File: config.mk
export PLATFORM = sky130hd
export DESIGN_NAME = jtframe_z80_shram_arb
export DESIGN_NICKNAME = d
export VERILOG_FILES = /design/src/rtl/jtframe_shram_pkg.sv /design/src/rtl/jtframe_shram_port.sv /design/src/rtl/jtframe_z80_shram_arb.sv
export SDC_FILE = /design/constraint.sdc
export NUM_CORES = 1
export LEC_CHECK = 0
export BUFFER_PORTS_ARGS = -buffer_cell sky130_fd_sc_hd__buf_2
export CAP_MARGIN = 20
export CORE_UTILIZATION = 40
export DETAILED_ROUTE_END_ITERATION = 16
export GPL_ROUTABILITY_DRIVEN = 0
export PLACE_DENSITY_LB_ADDON = 0.2
export SYNTH_ARGS = -nofsm -noshare
export SYNTH_HDL_FRONTEND = slang
export SYNTH_HIERARCHICAL = 1
export SYNTH_SLANG_ARGS = --single-unit
File: constraint.sdc
create_clock -name clk -period 1.87 [get_ports clk]
set_clock_uncertainty 0.1 [all_clocks]
set_input_delay 0.561 -clock clk [delete_from_list [all_inputs] [get_ports clk]]
set_output_delay 0.561 -clock clk [all_outputs]
set_load 0.02 [all_outputs]
File: src/rtl/jtframe_shram_pkg.sv
// Shared constants for the Z80 / main-CPU shared-RAM arbiter.
// FSM state codes, grant identifiers and the round-robin pick helper.
package jtframe_shram_pkg;

  localparam logic [1:0] ST_IDLE = 2'd0;
  localparam logic [1:0] ST_ACC  = 2'd1;
  localparam logic [1:0] ST_DONE = 2'd2;

  localparam logic GNT_Z80  = 1'b0;
  localparam logic GNT_MAIN = 1'b1;

  // On a tie the port that did not win last time gets the slot.
  function automatic logic rr_pick(
    input logic z_pend,
    input logic m_pend,
    input logic last
  );
    if (z_pend && m_pend) return ~last;
    return m_pend ? GNT_MAIN : GNT_Z80;
  endfunction

endpackage

File: src/rtl/jtframe_shram_port.sv
// Per-port served/pending tracker with registered read-data return.
// Ports: rst_n, clk, cs, done, rd, rdata in; pending, served, din out.
module jtframe_shram_port
  import jtframe_shram_pkg::*;
(
  input  logic       rst_n,
  input  logic       clk,
  input  logic       cs,
  input  logic       done,
  input  logic       rd,
  input  logic [7:0] rdata,
  output logic       pending,
  output logic       served,
  output logic [7:0] din
);

  logic       served_q, served_d;
  logic [7:0] din_q, din_d;

  // served only latches while cs is still up, so an
  // abandoned slot never releases busy/ok later.
  always_comb begin
    served_d = cs ? (served_q | done) : 1'b0;
    din_d    = (done & rd) ? rdata : din_q;
  end

  always_ff @(posedge clk or negedge rst_n) begin
    if (!rst_n) begin
      served_q <= 1'b0;
      din_q    <= 8'h00;
    end else begin
      served_q <= served_d;
      din_q    <= din_d;
    end
  end

  assign pending = cs & ~served_q;
  assign served  = served_q;
  assign din     = din_q;

endmodule

File: src/rtl/jtframe_z80_shram_arb.sv
// Z80 / main-CPU arbiter for one synchronous 8-bit shared RAM, 3-clk slots.
// Ports: z80_* and main_* request sides, ram_* RAM side. Option:
// JTFRAME_SHRAM_STATS_EN adds conflict_cnt (saturating tie counter).
module jtframe_z80_shram_arb
  import jtframe_shram_pkg::*;
#(
  parameter int AW = 11
) (
  input  logic          rst_n,
  input  logic          clk,
  input  logic          z80_cs,
  input  logic          z80_we,
  input  logic [AW-1:0] z80_addr,
  input  logic [7:0]    z80_dout,
  output logic [7:0]    z80_din,
  output logic          z80_busy,
  input  logic          main_cs,
  input  logic          main_we,
  input  logic [AW-1:0] main_addr,
  input  logic [7:0]    main_dout,
  output logic [7:0]    main_din,
  output logic          main_ok,
`ifdef JTFRAME_SHRAM_STATS_EN
  output logic [15:0]   conflict_cnt,
`endif
  output logic [AW-1:0] ram_addr,
  output logic [7:0]    ram_din,
  output logic          ram_we,
  input  logic [7:0]    ram_dout
);

  logic [1:0]    state_q, state_d;
  logic          gnt_q, gnt_d;
  logic          last_q, last_d;
  logic          wr_q, wr_d;
  logic [AW-1:0] addr_q, addr_d;
  logic [7:0]    wdat_q, wdat_d;
  logic          we_q, we_d;

  logic z_pend, m_pend, z_srv, m_srv;
  logic z_done, m_done, sel;

  always_comb begin
    state_d = state_q;
    gnt_d   = gnt_q;
    last_d  = last_q;
    wr_d    = wr_q;
    addr_d  = addr_q;
    wdat_d  = wdat_q;
    we_d    = 1'b0;
    sel     = rr_pick(z_pend, m_pend, last_q);
    unique case (state_q)
      ST_IDLE: begin
        if (z_pend | m_pend) begin
          state_d = ST_ACC;
          gnt_d   = sel;
          last_d  = sel;
          wr_d    = sel ? main_we : z80_we;
          addr_d  = sel ? main_addr : z80_addr;
          wdat_d  = sel ? main_dout : z80_dout;
          we_d    = sel ? main_we : z80_we;
        end
      end
      ST_ACC:  state_d = ST_DONE;
      ST_DONE: state_d = ST_IDLE;
      default: state_d = ST_IDLE;
    endcase
  end

  always_ff @(posedge clk or negedge rst_n) begin
    if (!rst_n) begin
      state_q <= ST_IDLE;
      gnt_q   <= GNT_Z80;
      last_q  <= GNT_MAIN;
      wr_q    <= 1'b0;
      addr_q  <= '0;
      wdat_q  <= 8'h00;
      we_q    <= 1'b0;
    end else begin
      state_q <= state_d;
      gnt_q   <= gnt_d;
      last_q  <= last_d;
      wr_q    <= wr_d;
      addr_q  <= addr_d;
      wdat_q  <= wdat_d;
      we_q    <= we_d;
    end
  end

  assign z_done = (state_q == ST_DONE) && (gnt_q == GNT_Z80);
  assign m_done = (state_q == ST_DONE) && (gnt_q == GNT_MAIN);

  jtframe_shram_port u_z80 (
    .rst_n   (rst_n),
    .clk     (clk),
    .cs      (z80_cs),
    .done    (z_done),
    .rd      (~wr_q),
    .rdata   (ram_dout),
    .pending (z_pend),
    .served  (z_srv),
    .din     (z80_din)
  );

  jtframe_shram_port u_main (
    .rst_n   (rst_n),
    .clk     (clk),
    .cs      (main_cs),
    .done    (m_done),
    .rd      (~wr_q),
    .rdata   (ram_dout),
    .pending (m_pend),
    .served  (m_srv),
    .din     (main_din)
  );

  assign z80_busy = z80_cs & ~z_srv;
  assign main_ok  = main_cs & m_srv;
  assign ram_addr = addr_q;
  assign ram_din  = wdat_q;
  assign ram_we   = we_q;

`ifdef JTFRAME_SHRAM_STATS_EN
  logic [15:0] cnt_q, cnt_d;

  always_comb begin
    cnt_d = cnt_q;
    if ((state_q == ST_IDLE) && z_pend && m_pend && (cnt_q != 16'hFFFF))
      cnt_d = cnt_q + 16'd1;
  end

  always_ff @(posedge clk or negedge rst_n) begin
    if (!rst_n) cnt_q <= 16'h0000;
    else        cnt_q <= cnt_d;
  end

  assign conflict_cnt = cnt_q;
`endif

endmodule

# ---- After elaboration in Yosys (flattened, before gate mapping)
# Cells that the tools add are included.
dict set report op_classes {
  n_reduce_logical 5
  n_mul 0
  add_sub_neg 0
  order_cmp 0
  n_shift 0
  n_mux 13
  bitwise 13
  div 0
  n_eq_ne 3
}
# operator n
set ops {}
lappend ops {{11-bit 2-to-1 mux} 1}
lappend ops {{1-bit 2-to-1 mux} 9}
lappend ops {{8-bit 2-to-1 mux} 1}
lappend ops {{1-bit bitwise AND} 5}
lappend ops {{1-bit inverter} 5}
lappend ops {{2-bit case mux with 2 select lines} 1}
lappend ops {{1-bit logical AND} 3}
lappend ops {{1-bit OR} 3}
lappend ops {{2-bit by 1-bit equality test with 1-bit output, second input constant} 1}
lappend ops {{2-bit equality test, second input constant} 1}
lappend ops {{2-bit zero test} 1}
lappend ops {{2-bit 2-to-1 mux} 1}
lappend ops {{2-bit inequality test, second input constant} 1}
lappend ops {{2-bit AND reduction} 1}
dict set report word_totals {
  latchBits 0
  mem_count 0
  romBits 0
  ram_bits 0
  out_inout_bits 38
  regBits 43
  wordCells 45
}

# ---- Logic depth before layout (Yosys ltp)
# Gate-level depths: netlist of run 1.
dict set report depth {
  word_depth 8
  ltp_mapped 5
  mapped_depth_nobuf 4
}

# ---- Hierarchy
# The synthesis of run 1 kept the hierarchy.
# module seq_area_each_um2 area_per_inst_um2 cells_each instances
set modules_own_cells {}
lappend modules_own_cells {jtframe_z80_shram_arb 626.9 1270.0 84 1}
lappend modules_own_cells {jtframe_shram_port 225.2 335.3 20 2}

# ---- Worst setup path before layout of run 1
# No wires, ideal clock.
dict set report synth_timing {
  path_kind {input to register}
  from {input main_cs}
  to {register addr_q[8] (netlist: ram_addr[8])}
  t_required_ps 1645
  setup_time_ps 125
  path_buffers 1
  setup_slack_ps -23
  cell_stages 5
  arrival_ps 1669
  cell_sequence {nor2b_1 a21bo_4 buf_6 mux2_4 mux2_2}
}
dict set report synth_between {
  elab_chain_cells 5
  word_cells_on_any_way 8
}
# item line_no
set synth_rtl {}
lappend synth_rtl {{start, declared} jtframe_z80_shram_arb.sv:17} ;# input logic main_cs,
lappend synth_rtl {{1-bit bitwise AND *} jtframe_shram_port.sv:37} ;# assign pending = cs & ~served_q;
lappend synth_rtl {{1-bit logical AND} jtframe_shram_pkg.sv:18} ;# if (z_pend && m_pend) return ~last;
lappend synth_rtl {{1-bit 2-to-1 mux} jtframe_shram_pkg.sv:18}
lappend synth_rtl {{1-bit 2-to-1 mux} jtframe_shram_pkg.sv:19} ;# return m_pend ? GNT_MAIN : GNT_Z80;
lappend synth_rtl {{11-bit 2-to-1 mux} jtframe_z80_shram_arb.sv:59} ;# addr_d = sel ? main_addr : z80_addr;
lappend synth_rtl {{end signal, assigned} jtframe_z80_shram_arb.sv:84} ;# addr_q <= addr_d;
lappend synth_rtl {{end, declared} jtframe_z80_shram_arb.sv:36} ;# logic [AW-1:0] addr_q, addr_d;
# Every way passes the cells marked *; elsewhere a longest branch is shown, timed or not.
# A chain may end at the register's enable or synchronous reset.

# ---- Final worst setup path of run 1
dict set report layout_timing {
  from {input main_cs}
  to {output main_ok}
}
dict set report layout_between {
  elab_chain_cells 1
}
# item line_no
set layout_rtl {}
lappend layout_rtl {{1-bit bitwise AND} jtframe_z80_shram_arb.sv:118} ;# assign main_ok = main_cs & m_srv;
lappend layout_rtl {{end, declared} jtframe_z80_shram_arb.sv:22} ;# output logic main_ok,
# No other way between the ends.

==> results of run 1 <==
-- layout by cell type (no fill, tap or decap) --
master,n
a21bo_4,1
and2_1,1
a21o_1,1
nand2_2,2
nor3_1,1
buf_2,89
nor2_1,2
mux2_2,36
mux2_4,18
clkinvlp_4,1
a31oi_1,1
buf_4,6
nor2b_2,1
buf_12,3
clkinv_4,2
nor2b_1,3
o21ai_2,1
and3b_1,1
dfstp_2,1
inv_1,2
dfrtp_1,42
o21a_1,2
mux2i_1,2
a21oi_1,1
clkbuf_8,5
nor3b_1,1
-- report_power, final --
part           total (mW)  internal (mW)  switching, mW
sequential           1.63           1.41          0.228
clock               0.597          0.267          0.330
combinational        2.19           1.06           1.13
total                4.42           2.73           1.68
-- cell type report --
type                       instances  area, sq um  area share
clock buffer                       5         68.8      0.0262
multi-input combinational         75          830       0.316
sequential                        43         1080       0.411
timing repair buffer              98          551       0.210
tap                               52         65.1      0.0248
clock inverter                     3         25.0     0.00954
inverter                           2         7.51     0.00286
-- layer usage --
metal / routed length (um) / up-vias / GRT usage
met4: 63 / 0 / 0.0784
met3: 183 / 6 / 0.0366
met1: 1600 / 658 / 0.184
met2: 2120 / 55 / 0.300
met5: 0 / - / 0
li1: - / 643 / -
-- how the worst max path moves through the flow --
stage / endpoint / slack, ns / startpoint / cells after the start
after floorplan: ram_addr[8]$_DFFE_PN0P_ / 0.01 / z80_cs / 5
after CTS: ram_din[0]$_DFFE_PN0P_ / 0.11 / u_main/served$_DFF_PN0_ / 5
final: main_ok / 0.11 / main_cs / 4
after global placement: ram_addr[7]$_DFFE_PN0P_ / -0.12 / z80_cs / 6
after detailed placement: ram_din[0]$_DFFE_PN0P_ / -0.17 / main_cs / 6
after global routing: ram_addr[7]$_DFFE_PN0P_ / 0.04 / u_z80/served$_DFF_PN0_ / 5
-- cell usage after synthesis (2+ instances only) --
master   count
o21a_1       2
mux2_2      36
dfrtp_1     42
nand2_2      2
buf_6        2
mux2_4      18
buf_2        2
nor2b_1      4
nor2_1       2
mux2i_1      2
inv_1        2
-- worst register-to-register path: cells and delay by family, from the launching register on --
family                 cells  cell delay [ns]
AOI/OAI and AO/OA          1             0.25
buffers and inverters      1             0.17
DFF                        1             0.40
muxes                      2             0.57
and+or+nand+nor            1             0.14
-- stage by stage --
step | utilization | instances | instance area (sq um)
6_report | 0.583 | 278 | 2620
5_1_grt | 0.583 | 278 | 2620
4_1_cts | 0.583 | 278 | 2620
3_5_place_dp | 0.562 | 270 | 2530
3_3_place_gp | 0.562 | 270 | 2530
2_1_floorplan | - | 124 | 1940
-- kinds of logic after synthesis --
logic type | Yosys count
mux | 56
flops | 43
simple gates | 12
compound gates | 7
buf+inv | 6
-- registers in the layout, summed over array words and instances (netlist names), 2 cells and up --
| signal | cells |
|---|---|
| state_q | 2 |
| u_z80/din | 8 |
| ram_din | 8 |
| ram_addr | 11 |
| u_main/din | 8 |
==> summary.md, run 1 <==
| Metric | Value |
|---|---|
| Sum of overflow across all layers after global routing | 0 |
| Count of nets after finishing | 277 |
| Count of endpoints failing setup in the final report | 0 |
| R2r setup slk | 0.12 ns |
| Ranking of synthesized cells by area | dfrtp_1 54%, mux2_2 21%, mux2_4 14%, dfstp_2 1.4%, nor2b_1 1.3% |
| Core footprint | 0.00450 sq mm |
| Max-slew violation total from the final report | 0 |
| ANT cells | 0 |
| Post-Synth Simple-Gate Area | 0.0374 |
| Dominant register cell in the synthesized netlist | dfrtp_1 |
| Critical path buffer and inverter count | 3 |
| Worst-case hold slack | 0.0537 ns |
| Setup Fix Bufs, Post-CTS | 0 |
| Count of hold buffers inserted by post-cts repair | 0 |
| Relative slew slack | 0.782 |
| Filler Cell Count | 380 |
| Required time reported for the critical path endpoint | 1.21 ns |
| Worst IR drop on VDD | 659 uV |
| Post-synth EDFFs | 0 |
| Count of antenna-violating nets left after detailed routing | 0 |
| Number of clock buffers inserted by TritonCTS | 5 |
| Post-synthesis net count | 176 |
| Ys Warns | 6 |
| Pre-CTS WS | -0.167 ns |
| Sequential element share of the synthesized area | 0.555 |
| CTS max path bufs | 2 |
| Initial Utilization | 0.431 |
| Ratio of cells with drive above 1 in the final layout | 0.735 |
| Cell Area, Synth | 0.00194 sq mm |
| Crit path kind | in2out |
| Via density per instance | 4.90 |
| Area growth from synthesis to layout | 35.2% |
| Worst Max-Slew Pin Slew | 0.327 ns |
| FF-to-FF End | ram_din[0]$_DFFE_PN0P_ |
| Clock sink count | 43 |
| Total routing usage reported by global routing | 0.166 |
| Cell with the largest stage delay on the worst path | and2_1 |
| Maximum achievable frequency | 569 MHz |
| Initial detailed-routing violation count | 10 |
| Crit path DAT | 1.10 ns |
| Master cell of the clock root buffer | clkbuf_8 |
| Count of H-tree levels built during CTS | 2 |
| Setup repair after global routing missed its margin | false |
| Number of antenna violations at the first check in global routing | 0 |
| Floorplan die width | 71.7 um |
| Post-route worst setup slack | 0.112 ns |
| Clock transition at the registers of the reported paths | 0.08 ns |
| Critical Path Fanout Max | 2 |
| Drt wl/cell | 14.3 um |
| Via count | 1362 |
| Boundary pin count | 90 |
| Routed Wire Length | 3970 um |
| Power per cell area | 1680 mW/mm^2 |
| Area of the die | 0.00513 sq mm |
| Min-Delay Path Class | in2async |
| Pwr Total | 4.42 mW |
| Largest net degree at the start of global routing | 22 |
| Cell family with the largest share of critical-path delay | buffers and inverters |
| Via count of the first global-routing pass | 1456 |
| Cell breakdown of the critical path | buf_2, buf_4, and2_1, buf_2 |
| Crit path largest cell delay | 0.15 ns |
| First-pass GRT wire length | 6490 um |
| Sum of negative setup slack | 0 ns |
| Period Utilization, post-route | 0.940 |
| Pre-antenna DRT Iters | 3 |
| Element type at the critical path start | input pin |
| Post-Synth XOR/XNOR Area | 0 |
| Site row count | 24 |
| Endpoints failing hold | 0 |
| Area fraction in compound gates after synthesis | 0.0284 |
| CTS tree | yes |
| Post-Synthesis Cells | 124 |
| Type of destination of the critical path | output pin |
| Share of flip-flops with an asynchronous set or reset after synthesis | 1.00 |
| Worst reg2reg startpoint | u_main/served$_DFF_PN0_ |
| Worst-case reg-to-reg path depth | 5 |
| Remaining DRCs | 0 |
| Period minus WS final | 1.76 ns |
| CTS-repair resized insts | 0 |
| Die extent in y | 71.7 um |
| Number of max-cap violations | 0 |
| CP most frequent cell | buf_2 |
| Cell type with the highest aggregate area in the netlist | dfrtp_1 |
| Share of cell area taken by muxes after synthesis | 0.358 |
| Detail Placement HPWL | 3090 um |
| Adder and majority cell fraction of the synthesized area | 0 |
| Post-synthesis register bit count | 43 |
| Dominant combinational cell family by area after synthesis | multiplexers |
| Outcome | completed |
| LEAKAGE | 1.35 nW |
| Source-to-sink clock delay at the later pin of the worst-skew pair | 0.29 ns |
| Post-Synthesis Mean Instance Area | 15.7 sq um |
| Port bufs | 89 |
| Area share of the largest cell type after synthesis | 0.542 |
| Count of cell types in the netlist | 21 |
(Power assumes the default switching activity.)
==> run 2, diff against run 1 <==
--- a/config.mk
+++ b/config.mk
@@ -10,7 +10,8 @@
 export CORE_UTILIZATION = 40
 export DETAILED_ROUTE_END_ITERATION = 16
 export GPL_ROUTABILITY_DRIVEN = 0
-export PLACE_DENSITY_LB_ADDON = 0.2
+export GPL_TIMING_DRIVEN = 0
+export PLACE_DENSITY = 0.8
 export SYNTH_ARGS = -nofsm -noshare
 export SYNTH_HDL_FRONTEND = slang
 export SYNTH_HIERARCHICAL = 1
==> run 2 against run 1 <==
Hold slack improved by 0.26 ns. Total power fell by 3.2%. Clock power fell by 7.7%. First-iteration DRC count rose to 5.0 times the previous value. Sequential share of layout area rose by 1.3 points. Die area did not move.
==> summary.md, run 2 (same netlist as run 1, synthesis figures left out) <==
| Metric | Value |
|---|---|
| Period Utilization, post-route | 0.953 |
| Drt wl/cell | 13.0 um |
| Area of the die | 0.00513 sq mm |
| Initial detailed-routing violation count | 50 |
| Number of clock buffers inserted by TritonCTS | 5 |
| Max FFs per register | 11 |
| Master cell of the clock root buffer | clkbuf_8 |
| Count of endpoints failing setup in the final report | 0 |
| Count of H-tree levels built during CTS | 2 |
| Total cell area at the placement stage | 0.00245 sq mm |
| Area growth from synthesis to layout | 30.9% |
| Min-Delay Path Class | in2async |
| Maximum achievable frequency | 561 MHz |
| Highest-count cells in the layout ignoring fill and taps | 91 x buf_2, 42 x dfrtp_1, 36 x mux2_2 |
| R2r setup slk | 0.09 ns |
| Boundary pin count | 90 |
| FF-to-FF End | ram_din[4]$_DFFE_PN0P_ |
| Outcome | completed |
| Endpoints failing hold | 0 |
| Floorplan die width | 71.7 um |
| Pre-CTS WS | -0.292 ns |
| Type of destination of the critical path | flop |
| Element type at the critical path start | flop |
| Power per cell area | 1680 mW/mm^2 |
| LEAKAGE | 1.31 nW |
| Ratio of cells with drive above 1 in the final layout | 0.724 |
| First-pass GRT wire length | 5820 um |
| CTS max path bufs | 2 |
| Via count of the first global-routing pass | 1270 |
| Critical Path Fanout Max | 10 |
| Relative slew slack | 0.375 |
| Port bufs | 89 |
| Pre-antenna DRT Iters | 2 |
| Sum of overflow across all layers after global routing | 0 |
| CTS tree | yes |
| Core footprint | 0.00450 sq mm |
| Number of max-cap violations | 0 |
| Crit path DAT | 1.85 ns |
| Setup repair after global routing missed its margin | false |
| Detail Placement HPWL | 2650 um |
| Remaining DRCs | 0 |
| Pwr Total | 4.27 mW |
| Required time reported for the critical path endpoint | 1.94 ns |
| Period minus WS final | 1.78 ns |
| Clock transition at the registers of the reported paths | 0.08 ns |
| Crit path kind | reg2reg |
| Worst-case hold slack | 0.309 ns |
| Worst Max-Slew Pin Slew | 0.937 ns |
| Initial Utilization | 0.431 |
| Site row count | 24 |
| Setup Fix Bufs, Post-CTS | 0 |
| Count of antenna-violating nets left after detailed routing | 0 |
| Clock sink count | 43 |
| Die extent in y | 71.7 um |
| Source-to-sink clock delay at the later pin of the worst-skew pair | 0.28 ns |
| Max-slew violation total from the final report | 0 |
| Worst reg2reg startpoint | u_main/served$_DFF_PN0_ |
| ANT cells | 0 |
| Most common cell after layout, fill and taps aside | buf_2 |
| Routed Wire Length | 3550 um |
| Via count | 1339 |
| Post-route worst setup slack | 0.0871 ns |
| Largest net degree at the start of global routing | 44 |
| Worst IR drop on VDD | 782 uV |
| Final design instance area without fill | 0.00254 sq mm |
| Total routing usage reported by global routing | 0.148 |
| Layout Utilization | 0.564 |
| Number of antenna violations at the first check in global routing | 0 |
| Via density per instance | 4.90 |
| Worst-case reg-to-reg path depth | 5 |
| Count of nets after finishing | 272 |
## run 2: changes by cell type in the layout (fill, tap and decap cells not counted), moves of 2 or more
| cell | before | now |
|---|---|---|
| buf_4 | 6 | 0 |
| clkinv_4 | 2 | 0 |
| buf_12 | 3 | 0 |
| clkbuf_1 | 0 | 2 |
| buf_2 | 89 | 91 |
| buf_6 | 0 | 2 |
## run 2: timing repair
item | 4_1_cts | 5_1_grt
gates resized for setup | 0 | 2
hold buffers | 0 | 0
endpoints found under the setup margin | 0 | 17
## run 2: layout make-up
class / instances / area, sq um
buffer: 4 / 32.5
inverter: 2 / 7.51
multi-input combinational: 75 / 832
timing repair buffer: 89 / 445
tap: 52 / 65.1
clock buffer: 7 / 76.3
fill: 381 / 1960
sequential: 43 / 1080
clock inverter: 1 / 5.00
## run 2: report_power, final
group / internal, mW / switching [mW] / total [mW]
Clock: 0.262 / 0.289 / 0.551
Combinational: 0.995 / 1.09 / 2.09
Sequential: 1.41 / 0.231 / 1.64
## run 2: worst max-delay path, cell delays in order, from the launching register on
cell	delay (ns)
dfrtp_1	0.40
nor2b_2	0.18
a21bo_4	0.26
buf_6	0.16
mux2_4	0.30
mux2_2	0.25
## run 2: worst max path at each step
stage	endpoint	startpoint
2_1_floorplan	ram_addr[8]$_DFFE_PN0P_	z80_cs
3_3_place_gp	ram_din[7]$_DFFE_PN0P_	main_cs
3_5_place_dp	ram_din[2]$_DFFE_PN0P_	main_cs
4_1_cts	ram_din[3]$_DFFE_PN0P_	main_cs
5_1_grt	ram_din[3]$_DFFE_PN0P_	u_main/served$_DFF_PN0_
6_report	ram_din[4]$_DFFE_PN0P_	u_main/served$_DFF_PN0_
## run 2: per-layer routing
metal | global-route usage | part of all wire
met2 | 0.252 | 0.49
met1 | 0.181 | 0.44
met3 | 0.0436 | 0.057
met5 | 0 | 0
met4 | 0.0458 | 0.0096
## run 2: per-stage QoR
stage | setup TNS [ns] | instances
after global routing | 0 | 273
after CTS | 0 | 273
final | 0 | 273
after detailed placement | -4.89 | 265
after global placement | -4.53 | 265
after floorplan | 0 | 124
